### src/rtl/exc_pkg.sv
// rtl/exc_pkg.sv - shared exception/interrupt types, constants and id-width helper
package exc_pkg;

    typedef enum logic [1:0] {
        IDLE    = 2'd0,
        REQ     = 2'd1,
        SERVICE = 2'd2
    } irq_state_t;

    localparam logic [7:0] LOST_MAX = 8'd255;

    // Never return zero so a two-source build still has a one-bit id.
    function automatic int src_id_w(input int n_src);
        return (n_src > 2) ? $clog2(n_src) : 1;
    endfunction

endpackage

### src/rtl/irq_sync_edge.sv
// rtl/irq_sync_edge.sv - two-flop synchroniser plus rising-edge detector for one irq line
module irq_sync_edge (
    input  logic clk,
    input  logic rst_n,
    input  logic irq_raw,
    output logic irq_edge
);

    logic sync1;
    logic sync2;
    logic prev;

    always_ff @(posedge clk or negedge rst_n) begin
        if (!rst_n) begin
            sync1 <= 1'b0;
            sync2 <= 1'b0;
            prev  <= 1'b0;
        end else begin
            sync1 <= irq_raw;
            sync2 <= sync1;
            prev  <= sync2;
        end
    end

    assign irq_edge = sync2 & ~prev;

endmodule

### src/rtl/ext_irq_ctrl.sv
// rtl/ext_irq_ctrl.sv - external interrupt front end: edge latch, priority select, ack/eret handshake
module ext_irq_ctrl
    import exc_pkg::*;
#(
    parameter int N_SRC = 4,
    parameter int ID_W  = src_id_w(N_SRC)
) (
    input  logic             clk,
    input  logic             reset,
    input  logic [N_SRC-1:0] irq_in,
    input  logic [N_SRC-1:0] irq_mask,
    input  logic             ExtIAck,
    input  logic             ERet,
    input  logic             lost_clr,
    output logic             ExtIRQ,
    output logic [ID_W-1:0]  irq_id,
    output logic [N_SRC-1:0] pending,
    output logic             in_service,
    output logic [7:0]       lost_cnt
);

    // Lowest index wins.
    function automatic logic [ID_W-1:0] prio_enc(input logic [N_SRC-1:0] v);
        logic [ID_W-1:0] id;
        id = '0;
        for (int i = N_SRC - 1; i >= 0; i--) begin
            if (v[i]) id = ID_W'(i);
        end
        return id;
    endfunction

    irq_state_t        state;
    logic [N_SRC-1:0]  edge_det;
    logic [N_SRC-1:0]  masked;
    logic              any;
    logic [ID_W-1:0]   winner;
    logic              ack_fire;
    logic [N_SRC-1:0]  clr_vec;
    logic [N_SRC-1:0]  drop;
    logic [4:0]        drop_cnt;
    logic [8:0]        lost_sum;

    for (genvar g = 0; g < N_SRC; g++) begin : g_sync
        irq_sync_edge u_sync (
            .clk      (clk),
            .rst_n    (reset),
            .irq_raw  (irq_in[g]),
            .irq_edge (edge_det[g])
        );
    end

    always_comb begin
        masked   = pending & irq_mask;
        any      = |masked;
        winner   = prio_enc(masked);
        ack_fire = (state == REQ) && ExtIAck;
        clr_vec  = '0;
        drop_cnt = '0;
        for (int i = 0; i < N_SRC; i++) begin
            clr_vec[i] = ack_fire && any && (winner == ID_W'(i));
        end
        // A fresh edge on the bit being acked re-arms it rather than counting as lost.
        drop = edge_det & pending & ~clr_vec;
        for (int i = 0; i < N_SRC; i++) begin
            drop_cnt = drop_cnt + 5'(drop[i]);
        end
        lost_sum = {1'b0, lost_cnt} + 9'(drop_cnt);
    end

    always_ff @(posedge clk or negedge reset) begin
        if (!reset) begin
            pending <= '0;
        end else begin
            pending <= (pending & ~clr_vec) | edge_det;
        end
    end

    always_ff @(posedge clk or negedge reset) begin
        if (!reset) begin
            lost_cnt <= '0;
        end else if (lost_clr) begin
            lost_cnt <= '0;
        end else if (lost_sum > {1'b0, LOST_MAX}) begin
            lost_cnt <= LOST_MAX;
        end else begin
            lost_cnt <= lost_sum[7:0];
        end
    end

    always_ff @(posedge clk or negedge reset) begin
        if (!reset) begin
            state      <= IDLE;
            ExtIRQ     <= 1'b0;
            in_service <= 1'b0;
            irq_id     <= '0;
        end else begin
            case (state)
                IDLE: begin
                    irq_id <= winner;
                    if (any) begin
                        state  <= REQ;
                        ExtIRQ <= 1'b1;
                    end
                end
                REQ: begin
                    irq_id <= winner;
                    if (ExtIAck) begin
                        state      <= SERVICE;
                        ExtIRQ     <= 1'b0;
                        in_service <= 1'b1;
                    end else if (!any) begin
                        state  <= IDLE;
                        ExtIRQ <= 1'b0;
                    end
                end
                SERVICE: begin
                    if (ERet) begin
                        state      <= IDLE;
                        in_service <= 1'b0;
                    end
                end
                default: begin
                    state      <= IDLE;
                    ExtIRQ     <= 1'b0;
                    in_service <= 1'b0;
                end
            endcase
        end
    end

endmodule

### config.mk
export PLATFORM = sky130hd
export DESIGN_NAME = ext_irq_ctrl
export DESIGN_NICKNAME = d
export VERILOG_FILES = /design/src/rtl/exc_pkg.sv /design/src/rtl/irq_sync_edge.sv /design/src/rtl/ext_irq_ctrl.sv
export SDC_FILE = /design/constraint.sdc
export NUM_CORES = 1
export LEC_CHECK = 0
export ABC_AREA = 1
export ABC_CLOCK_PERIOD_IN_PS = 7100
export CAP_MARGIN = 10
export CORE_MARGIN = 2
export CORE_UTILIZATION = 56
export CTS_BUF_LIST = sky130_fd_sc_hd__clkbuf_4 sky130_fd_sc_hd__clkbuf_8
export DETAILED_ROUTE_END_ITERATION = 8
export GPL_TIMING_DRIVEN = 0
export PLACE_DENSITY = 0.85
export SYNTH_ARGS = -nofsm -noshare
export SYNTH_HDL_FRONTEND = slang
export SYNTH_HIERARCHICAL = 1
export SYNTH_SLANG_ARGS = --single-unit
### constraint.sdc
create_clock -name clk -period 7.1 [get_ports clk]
set_clock_uncertainty 0.1 [all_clocks]
set_input_delay 1.42 -clock clk [delete_from_list [all_inputs] [get_ports clk]]
set_output_delay 1.42 -clock clk [all_outputs]
set_load 0.005 [all_outputs]
==> flow_metrics.env <==
export IMPL_yosysWarnings=6
export IMPL_setup_viol=0
export IMPL_final_common_cell="nand2_1"
export IMPL_worst_pin_slew_ps=674
export IMPL_p_seq_share_pct=39.4
export IMPL_coreArea_mm2=0.00223
export IMPL_ff2ff_setup_slack_ps=3960
export IMPL_post_synth_cell_area_avg_um2=9.31
export IMPL_rsz0062_at_grt="false"
export IMPL_busiest_layer="met2"
export IMPL_start_util_pct=60.1
export IMPL_hpwl_mm=1.98
export IMPL_finalMaxSlewViolations=0
export IMPL_r2r_cells=17
export IMPL_cts_resized=0
export IMPL_postCtsSetupBuffers=0
export IMPL_insertion_delay_ps=340
export IMPL_cp_slowest_cell="fa_1"
export IMPL_drv_cap=0
export IMPL_grt_pass1_vias=1121
export IMPL_die_h_um=52.9
export IMPL_drive_gt1_share_pct=10.5
export IMPL_area_growth_pct=33.9
export IMPL_drtIter0Drc=16
export IMPL_clkTransAtPathRegs_ps=90
export IMPL_htree_levels=2
export IMPL_dr_pass1_iters=4
export IMPL_grt_use_total_pct=24.3
export IMPL_use_met3_pct=8.76
export IMPL_clock_sinks=30
export IMPL_grtUsageMet2_pct=43.1
export IMPL_p_int_uw=414
export IMPL_min_period_over_period_pct=59.7
export IMPL_register_area_um2=751
export IMPL_p_total_uw=581
export IMPL_netlist_area_leader_share_pct=56.0
export IMPL_die_x_um=52.9
export IMPL_worst_path_buf_inv=4
export IMPL_ant_nets=0
export IMPL_power_leakage_nw=0.898
export IMPL_tns_ps=0
export IMPL_drc_errors=0
export IMPL_yosys_top_cells_area="dfrtp_1 56%, nand2_1 11%, inv_1 6.4%"
export IMPL_worstHoldEndpoint="g_sync[3].u_sync/sync2"
export IMPL_fillers=152
export IMPL_path_max_fanout=6
export IMPL_r2r_end="lost_cnt[5]"
export IMPL_cp_data_required_time_ps=7260
export IMPL_comb_power_share_pct=29.8
export IMPL_ios=29
export IMPL_diodes=0
export IMPL_rows=17
export IMPL_slew_headroom_pct=54.9
export IMPL_path_delay_family="simple AND/OR/NAND/NOR gates"
export IMPL_gp_routability_congestion=0.844
export IMPL_overflow=0
export IMPL_antenna_found_initial=0
export IMPL_grt_pass1_wl_mm=4.65
export IMPL_final_net_count=197
export IMPL_final_cell_mix="38 x nand2_1, 30 x dfrtp_1, 28 x clkdlybuf4s50_1, 23 x inv_1, 11 x nand3_1"
export IMPL_endpoint_kind="register"
export IMPL_path_cells="clkdlybuf4s50_1 -> nand2_1 -> nand2_1 -> inv_1 -> nand2_1 -> nor2_1 -> nand2_1 -> nand3_1 -> fa_1 -> fa_1 -> inv_1 -> fa_1 -> nand2_1 -> inv_1 -> nand4_4 -> nand2_1 -> nor2_1 -> nor2_1"
export IMPL_powerDensity_mw_per_mm2=324
export IMPL_cp_arrival_ps=4400
export IMPL_yosysSeqAreaShare_pct=56.0
export IMPL_hold_class="reg -> reg"
export IMPL_cts_max_path_buffers=2
export IMPL_wl_per_cell_um=13.2
export IMPL_crit_path_max_incr_delay_ps=470
export IMPL_cp_depth=18
export IMPL_cts_tree="yes"
export IMPL_p_sw_uw=167
export IMPL_hold_viol=0
export IMPL_portBuffers=28
export IMPL_synth_nets=161
export IMPL_switching_share_pct=28.8
export IMPL_critPathLaunchType="primary input"
export IMPL_holdCritStartpoint="g_sync[3].u_sync/sync1"
export IMPL_fmax_mhz=236
export IMPL_ctsHoldBuffers=0
export IMPL_wirelength_mm=2.75
export IMPL_grt_max_degree=19
export IMPL_fin_crit_ps=4240
export IMPL_peakVddDrop_mv=0.240
export IMPL_yosys_area_top_type="dfrtp_1"
export IMPL_multi_input_area_um2=487
export IMPL_gr_usage_met1_pct=25.3
export IMPL_numCtsBuffers=5
export IMPL_r2r_start="pending[0]"
export IMPL_cts_root_buf="clkbuf_4"
export IMPL_ys_ff_latch=30
export IMPL_vias_per_cell=5.26
export IMPL_syn_area_mm2=0.00134
export IMPL_p_clk_share_pct=30.8
export IMPL_outcome="finished clean"
export IMPL_die_area_mm2=0.00280
export IMPL_worst_path_most_repeated_cell="nand2_1"
export IMPL_hold_ws_ps=258
export IMPL_path_class="in -> reg"
export IMPL_whs_path_depth=0
export IMPL_ys_types=22
export IMPL_syn_inst=144
export IMPL_num_vias=1099
==> registers in the layout, summed over array words and instances, names as in the netlist <==
name,cells
lost_cnt,8
ExtIRQ,1
in_service,1
g_sync.u_sync/prev,4
irq_id,2
state,2
g_sync.u_sync/sync1,4
g_sync.u_sync/sync2,4
pending,4
==> final cells by class <==
| cell class | count | share of cell area, % |
|---|---|---|
| Timing Repair Buffer | 29 | 17.1 |
| Sequential cell | 30 | 41.8 |
| Tap cell | 28 | 1.95 |
| Buffer | 1 | 0.627 |
| Clock buffer | 6 | 2.86 |
| Inverter | 24 | 5.16 |
| Clock inverter | 2 | 3.34 |
| Multi-Input combinational cell | 89 | 27.1 |
==> per-stage QoR <==
step	setup WS, ps	cell area (µm²)	instances	utilization (%)
floorplan	3380	1340	144	-
global placement	2750	1660	200	74.2
detailed placement	2630	1680	201	75.4
CTS	2860	1800	209	80.4
global route	2630	1800	209	80.4
finish	2860	1800	209	80.4
==> cell families (layout without fill, tap and decap cells) <==
group,after synthesis,count (layout),share of synthesized area [%]
AOI/OAI and AO/OA,14,14,5.60
xor gates and xnor gates,1,1,0.653
adders and majority gates,4,4,5.41
and+or+nand+nor,70,70,24.6
DFF,30,30,56.0
buffers and inverters,25,62,7.74
==> routing by layer <==
layer | vias to the layer above | wire (µm)
li1 | 522 | -
met1 | 534 | 1040
met2 | 34 | 1510
met3 | 9 | 133
met4 | 0 | 69
met5 | - | 0
==> cells in the mapped netlist, drive strengths merged <==
cell / instances
inv: 24
buf: 1
and2: 1
nand4: 1
nand2: 39
o21bai: 1
or2: 2
o21ai: 6
nor2: 13
fa: 3
xnor2: 1
ha: 1
nor3: 2
nand3: 12
dfrtp: 30
a21oi: 6
a21o: 1
==> how the worst max path moves through the flow <==
stage | from | to | slack (ps)
floorplan | irq_mask[0] | lost_cnt[6] | 3380
global placement | irq_mask[0] | lost_cnt[5] | 2750
detailed placement | irq_mask[0] | lost_cnt[5] | 2630
CTS | irq_mask[0] | lost_cnt[5] | 2860
global route | irq_mask[0] | lost_cnt[6] | 2630
finish | irq_mask[0] | lost_cnt[5] | 2860
==> power by group through the flow <==
stage	logic [mW]	registers, mW	clock network [mW]
after floorplan	0.0895	0.232	0
after global placement	0.162	0.231	0
after detailed placement	0.174	0.232	0
after CTS	0.176	0.229	0.182
after global routing	0.195	0.232	0.190
final	0.173	0.229	0.179
Note: power is estimated with default switching activity, not from simulation.
